$ cat src/rtl/regfile_pkg.sv
// Shared sizing constants and types for the 2R1W register file with busy scoreboard.
package regfile_pkg;

  localparam int REGFILE_WIDTH = 16;
  localparam int REGFILE_DEPTH = 8;
  localparam int REGFILE_AW    = $clog2(REGFILE_DEPTH);

  typedef logic [REGFILE_WIDTH-1:0] reg_t;
  typedef logic [REGFILE_AW-1:0]    addr_t;

endpackage

$ cat src/rtl/regfile_read_port.sv
// One read port: storage mux plus busy lookup; write-through bypass when REGFILE_BYPASS_EN is defined.
module regfile_read_port
  import regfile_pkg::*;
#(
  parameter  int WIDTH = REGFILE_WIDTH,
  parameter  int DEPTH = REGFILE_DEPTH,
  localparam int AW    = $clog2(DEPTH)
) (
  input  logic [DEPTH-1:0][WIDTH-1:0] mem,
  input  logic [DEPTH-1:0]            busy_vec,
  input  logic [AW-1:0]               r_addr,
  input  logic                        w_en,
  input  logic [AW-1:0]               w_addr,
  input  logic [WIDTH-1:0]            w_data,
  output logic [WIDTH-1:0]            r_data,
  output logic                        busy
);

  always_comb begin
    r_data = mem[r_addr];
    busy   = busy_vec[r_addr];
`ifdef REGFILE_BYPASS_EN
    // Write-through: the value landing this cycle is already final, so it is not busy.
    if (w_en && (w_addr == r_addr)) begin
      r_data = w_data;
      busy   = 1'b0;
    end
`endif
  end

`ifndef REGFILE_BYPASS_EN
  logic unused_bypass;
  assign unused_bypass = ^{w_en, w_addr, w_data};
`endif

endmodule

$ cat src/rtl/regfile_2r1w_sb.sv
// 2-read/1-write register file with per-register busy scoreboard for RAW hazard stalls.
// Optional same-cycle write-through on reads: define REGFILE_BYPASS_EN.
module regfile_2r1w_sb
  import regfile_pkg::*;
#(
  parameter  int WIDTH = REGFILE_WIDTH,
  parameter  int DEPTH = REGFILE_DEPTH,
  localparam int AW    = $clog2(DEPTH)
) (
  input  logic             clk,
  input  logic             rst,
  input  logic             w_en,
  input  logic [AW-1:0]    w_addr,
  input  logic [WIDTH-1:0] w_data,
  input  logic [AW-1:0]    r_addr_a,
  output logic [WIDTH-1:0] r_data_a,
  output logic             busy_a,
  input  logic [AW-1:0]    r_addr_b,
  output logic [WIDTH-1:0] r_data_b,
  output logic             busy_b,
  input  logic             rsv_en,
  input  logic [AW-1:0]    rsv_addr,
  output logic             rsv_stall,
  output logic [DEPTH-1:0] busy_vec
);

  logic [DEPTH-1:0][WIDTH-1:0] mem;
  logic [DEPTH-1:0]            busy_nxt;

  // A write retiring the same register frees it this cycle, so the reservation may proceed.
  assign rsv_stall = rsv_en && busy_vec[rsv_addr] && !(w_en && (w_addr == rsv_addr));

  always_comb begin
    busy_nxt = busy_vec;
    if (w_en) busy_nxt[w_addr] = 1'b0;
    // Applied after the write clear so a same-address reservation wins.
    if (rsv_en && !rsv_stall) busy_nxt[rsv_addr] = 1'b1;
  end

  always_ff @(posedge clk) begin
    if (rst) begin
      mem      <= '0;
      busy_vec <= '0;
    end else begin
      if (w_en) mem[w_addr] <= w_data;
      busy_vec <= busy_nxt;
    end
  end

  regfile_read_port #(.WIDTH(WIDTH), .DEPTH(DEPTH)) u_port_a (
    .mem      (mem),
    .busy_vec (busy_vec),
    .r_addr   (r_addr_a),
    .w_en     (w_en),
    .w_addr   (w_addr),
    .w_data   (w_data),
    .r_data   (r_data_a),
    .busy     (busy_a)
  );

  regfile_read_port #(.WIDTH(WIDTH), .DEPTH(DEPTH)) u_port_b (
    .mem      (mem),
    .busy_vec (busy_vec),
    .r_addr   (r_addr_b),
    .w_en     (w_en),
    .w_addr   (w_addr),
    .w_data   (w_data),
    .r_data   (r_data_b),
    .busy     (busy_b)
  );

endmodule

$ cat config.mk
export PLATFORM = sky130hd
export DESIGN_NAME = regfile_2r1w_sb
export DESIGN_NICKNAME = d
export VERILOG_FILES = /design/src/rtl/regfile_pkg.sv /design/src/rtl/regfile_read_port.sv /design/src/rtl/regfile_2r1w_sb.sv
export SDC_FILE = /design/constraint.sdc
export NUM_CORES = 1
export LEC_CHECK = 0
export ABC_AREA = 1
export BUFFER_PORTS_ARGS = -buffer_cell sky130_fd_sc_hd__buf_2
export CORE_MARGIN = 5
export CORE_UTILIZATION = 60
export DETAILED_ROUTE_END_ITERATION = 8
export PLACE_DENSITY = 0.82
export SLEW_MARGIN = 20
export SYNTH_ARGS = -nofsm -noshare
export SYNTH_HDL_FRONTEND = slang
export SYNTH_HIERARCHICAL = 1
export SYNTH_SLANG_ARGS = --single-unit
$ cat constraint.sdc
create_clock -name clk -period 2.7 [get_ports clk]
set_clock_uncertainty 0.15 [all_clocks]
set_input_delay 0.54 -clock clk [delete_from_list [all_inputs] [get_ports clk]]
set_output_delay 0.54 -clock clk [all_outputs]
set_load 0.005 [all_outputs]
### After elaboration in Yosys (flattened, before gate mapping)

Cells that the tools add are included.

| operators by class | value |
|---|---|
| $lt $le $gt $ge | 6 |
| $mul | 0 |
| divide/modulo/power cells | 0 |
| equality and inequality tests | 1 |
| shift operators | 0 |
| reductions and logical operators | 8 |
| bitwise gates (word level) | 3 |
| add/sub/neg operators | 0 |
| mux-type cells | 19 |

Operator list:

| cell | number |
|---|---|
| $bwmux W128 | 1 |
| $bmux W16 S3 | 2 |
| $demux W16 S3 | 1 |
| $mux W16 | 3 |
| $lt A3 B4 Y1 const B | 4 |
| $mux W8 | 2 |
| $bmux W1 S3 | 3 |
| $and A8 B8 Y8 | 1 |
| $not A8 Y8 | 1 |
| $or A8 B8 Y8 | 1 |
| $demux W1 S3 | 2 |
| $ge A3 B1 Y1 const B | 2 |
| $logic_and A1 B1 Y1 | 6 |
| $mux W1 | 5 |
| $eq A3 B3 Y1 | 1 |
| $logic_not A1 Y1 | 2 |

| storage, ports and cells | value |
|---|---|
| memory bits (read-only) | 0 |
| latch bits | 0 |
| register bits | 136 |
| memory bits (writable) | 0 |
| bits of input ports | 32 |
| memories kept | 0 |

### Longest topological paths before layout

| depth | value |
|---|---|
| word-level depth | 9 |
| mapped depth | 11 |

### Hierarchy

The synthesis kept the hierarchy.

By module, submodules not included:

| module | instances | cells an instance | area each (um^2) | sequential area each (um^2) |
|---|---|---|---|---|
| regfile_2r1w_sb | 1 | 675 | 5213.8 | 2722.6 |
| regfile_read_port | 2 | 453 | 1844.3 | 0.0 |

### Least setup slack after synthesis

OpenSTA, ideal clock, no wires.

| path | value |
|---|---|
| path type | input to output |
| start | input rsv_addr[0] |
| end | output rsv_stall |
| setup slack | 0.739 ns |
| data arrival time | 1.271 ns |
| cell stages on the path | 8 |
| data required time | 2.010 ns |
| cells stage by stage | buf_4 -> inv_2 -> nand2_1 -> nand3_1 -> nor2_1 -> nor2_1 -> nand2_4 -> inv_1 |

| between the ends | value |
|---|---|
| cells in the longest elaborated chain, start to end | 4 |

Ends and longest elaborated chain:

| item | line | source |
|---|---|---|
| start: declaration | regfile_2r1w_sb.sv:22 | `input logic [AW-1:0] rsv_addr,` |
| $bmux W1 S3 / $eq A3 B3 Y1 (equally long branches) | regfile_2r1w_sb.sv:31 | `assign rsv_stall = rsv_en && busy_vec[rsv_addr] && !(w_en && (w_addr == rsv_addr));` |
| $mux W1 (not written as such) / $logic_and A1 B1 Y1 (equally long branches) | regfile_2r1w_sb.sv:31 |  |
| $logic_and A1 B1 Y1 / $logic_not A1 Y1 (equally long branches) | regfile_2r1w_sb.sv:31 |  |
| $logic_and A1 B1 Y1 (*) | regfile_2r1w_sb.sv:31 |  |
| end: declaration | regfile_2r1w_sb.sv:23 | `output logic rsv_stall,` |

Every way passes the cells marked *; elsewhere a longest branch is shown, timed or not. The select of a mux whose other input is x is not followed.

### Worst setup path in the final report

| path | value |
|---|---|
| start | input r_addr_a[0] |
| end | output r_data_a[7] |

| between the ends | value |
|---|---|
| cells in the longest elaborated chain, start to end | 2 |

Ends and longest elaborated chain:

| item | line | source |
|---|---|---|
| start: declaration | regfile_2r1w_sb.sv:15 | `input logic [AW-1:0] r_addr_a,` |
| $bmux W16 S3 | regfile_read_port.sv:20 | `r_data = mem[r_addr];` |
| $mux W16 (not written as such) | regfile_read_port.sv:20 |  |
| end: declaration | regfile_2r1w_sb.sv:16 | `output logic [WIDTH-1:0] r_data_a,` |

Every way passes these cells. The select of a mux whose other input is x is not followed.

==> results.cfg <==
[finish]
flow.area_growth_from_synthesis_pct = 9.965
layout_commonest_cell = nand2_1
final_area_um2 = 9789
highest_count_cells_in_the_layout_ignoring_fill_and_taps = nand2_1 (734), inv_1 (282), nand3_1 (149)
final_core_util_pct = 67.36
diodes = 0
final_nets = 1637
layout-drive-gt1-share_pct = 10.63

[floorplanning]
core_um2 = 14530
design.portCount = 75
fp-row-count = 44
fp.dieW_um = 131.8
die_h_um = 131.8
initial_utilization_pct = 61.25
floorplan.die_area_um2 = 17370

[critical_path]
crit_arrival_ns = 1.63
worst_path_most_repeated_cell = nand2_1
timing.setup.critical_path_class = primary input to output pin
crit-reg2reg-launch = busy_vec[2]
cp_slowest_stage_delay_ns = 0.40
timing.critical_path.required_ns = 2.01
cpMaxStageDelayCell = buf_4
worstRegToRegCells = 9
ff2ff_setup_slack_ns = 1.33
timing.rr.end = busy_vec[5]
critical_path.endpoint_type = output pin
worstSetupStartpointType = primary input
crit_fanout = 39
cp_cell_sequence = buf_2 > buf_4 > nand2_1 > nand3_1 > nand2_1 > nand2_1 > nand2_1 > buf_2

[drt]
avgViaCountPerCell = 5.397
drt.antenna.violating_nets = 0
wl_um = 28600
wire_per_inst_um = 15.87
route.detailed.drc = 0
detail_route.first_pass.iterations = 5
detail_route.iter0.violations = 1142
via_count = 9725

[clock_network]
clock_path_buffers = 2
postCtsHoldBufs = 0
root_buffer = clkbuf_16
number_of_cts_inserted_buffers = 17
cts_num_sinks = 136
post_cts_resized = 0
clock_insertion_delay_worst_skew_ns = 0.42
tritoncts = built
cts.reportedPaths.clkPinSlew_ns = 0.06
htree_num_levels = 4
cts.repair_timing.setup_buffer_count = 0

[logic_synthesis]
postSynthCellCount = 1581
postSynthRegisterBits = 136
mappedNetlistArea_um2 = 8902
synth_cell_types = 21
postSynthAreaPerCell_um2 = 5.631
ys.warnings.count = 6
syn_nets = 1613
seq_area_frac_synth_pct = 30.58

[timing]
timing.slew.headroom_pct = 62.14
grt_setup_unrepaired = false
min_period_ns = 2.325
timing_max_transition_violations_final = 0
fin_ws_ns = 0.3754
final_critical_path_share_of_the_clock_period_pct = 86.10
max_freq_mhz = 430.2
setup-violations-final = 0
worst_pin_slew_ns = 0.5679
timing.final.hold_violations = 0
fin_setup_tns_ns = 0

[placement]
dp_hpwl_um = 17510
portBuffers = 74
gp_congestion = 0.8407
placed_cell_area_um2 = 9215
dp_slack_ns = 0.4540

[outcome]
status = complete, no violations

[power]
power_density_nw_per_um2 = 528.2
static-leakage-power_uw = 0.004662
ir_drop_mv = 0.4922

[global_route]
grtUsageTotal_pct = 31.88
global_route.overflow_total = 0
grt_pass1_vias = 8812
maximum_number_of_pins_on_one_net_before_global_route_repair = 52
grt_first_pass_wirelength_um = 45220
antenna_found_initial = 2

[worst_hold_path]
hold_wc_path_type = primary input to flip-flop
hold_start = w_data[13]
hold-path-cell-count = 3
hold_end = mem[109]

[flow_run]
number_of_maximum_capacitance_violations = 0
-- worst max path at each step --
| stage | start | end | slack [ns] | depth (start not counted) |
|---|---|---|---|---|
| finish | r_addr_a[0] | r_data_a[7] | 0.38 | 8 |
| detailed placement | r_addr_a[0] | r_data_a[7] | 0.45 | 8 |
| global placement | r_addr_b[1] | r_data_b[2] | 0.47 | 8 |
| floorplan | rsv_addr[0] | rsv_stall | 0.74 | 8 |
| CTS | r_addr_a[0] | r_data_a[7] | 0.42 | 8 |
| global route | r_addr_a[0] | r_data_a[11] | 0.31 | 8 |
-- metrics by stage --
| stage | instances | total power (µW) | hold WS [ns] |
|---|---|---|---|
| floorplan | 1581 | 2657 | 0.3020 |
| global placement | 1770 | 2880 | 0.3134 |
| detailed placement | 1770 | 2894 | 0.3158 |
| CTS | 1802 | 5159 | 0.2798 |
| global route | 1802 | 5359 | 0.2862 |
| finish | 1802 | 5171 | 0.2901 |
-- layer usage --
layer / GRT usage (%) / vias to the layer above / routed length [µm]
met4: 11.60 / 4 / 818
li1: - / 4715 / -
met1: 41.88 / 4354 / 11630
met5: 0 / - / 21
met3: 6.832 / 85 / 2951
met2: 51.75 / 567 / 13180
-- cells in the mapped netlist, drive strengths merged --
| library cell | instances | area share, % |
|---|---|---|
| buf | 76 | 5.8 |
| nand3 | 149 | 8.4 |
| clkinv | 2 | 0.084 |
| dfxtp | 136 | 31 |
| clkbuf | 23 | 0.97 |
| nor2 | 17 | 2.0 |
| inv | 302 | 13 |
| a21oi | 137 | 7.9 |
| nand2 | 737 | 31 |
| nor3 | 2 | 0.11 |
-- kinds of logic (layout without fill, tap and decap cells) --
logic type / count (synthesis) / after routing / synth area share (%)
flops: 136 / 136 / 30.58
buf+inv: 403 / 440 / 19.70
simple gates: 905 / 905 / 41.80
compound gates: 137 / 137 / 7.913
-- power by group --
part           leakage (µW)  switching [µW]  internal (µW)
clock              0.000293             876           1420
sequential          0.00110            37.0           2050
combinational       0.00327             536            252
-- worst max-delay path, delay by kind of cell --
kind,cells,cell delay [ns]
AND/OR/NAND/NOR,5,0.43
buffers and inverters,3,0.65
-- state kept, by name, indices dropped and copies added, names as in the netlist --
signal / count
mem: 128
busy_vec: 8
-- area by class of cell --
type	count	area (µm²)
clock buffer	22	474.2
clock inverter	10	100.1
fill	1358	4745
inverter	304	1151
multi-input combinational	1042	4425
sequential	136	2723
tap	184	230.2
timing repair buffer	104	685.7
Power figures use the tool's default switching activity.
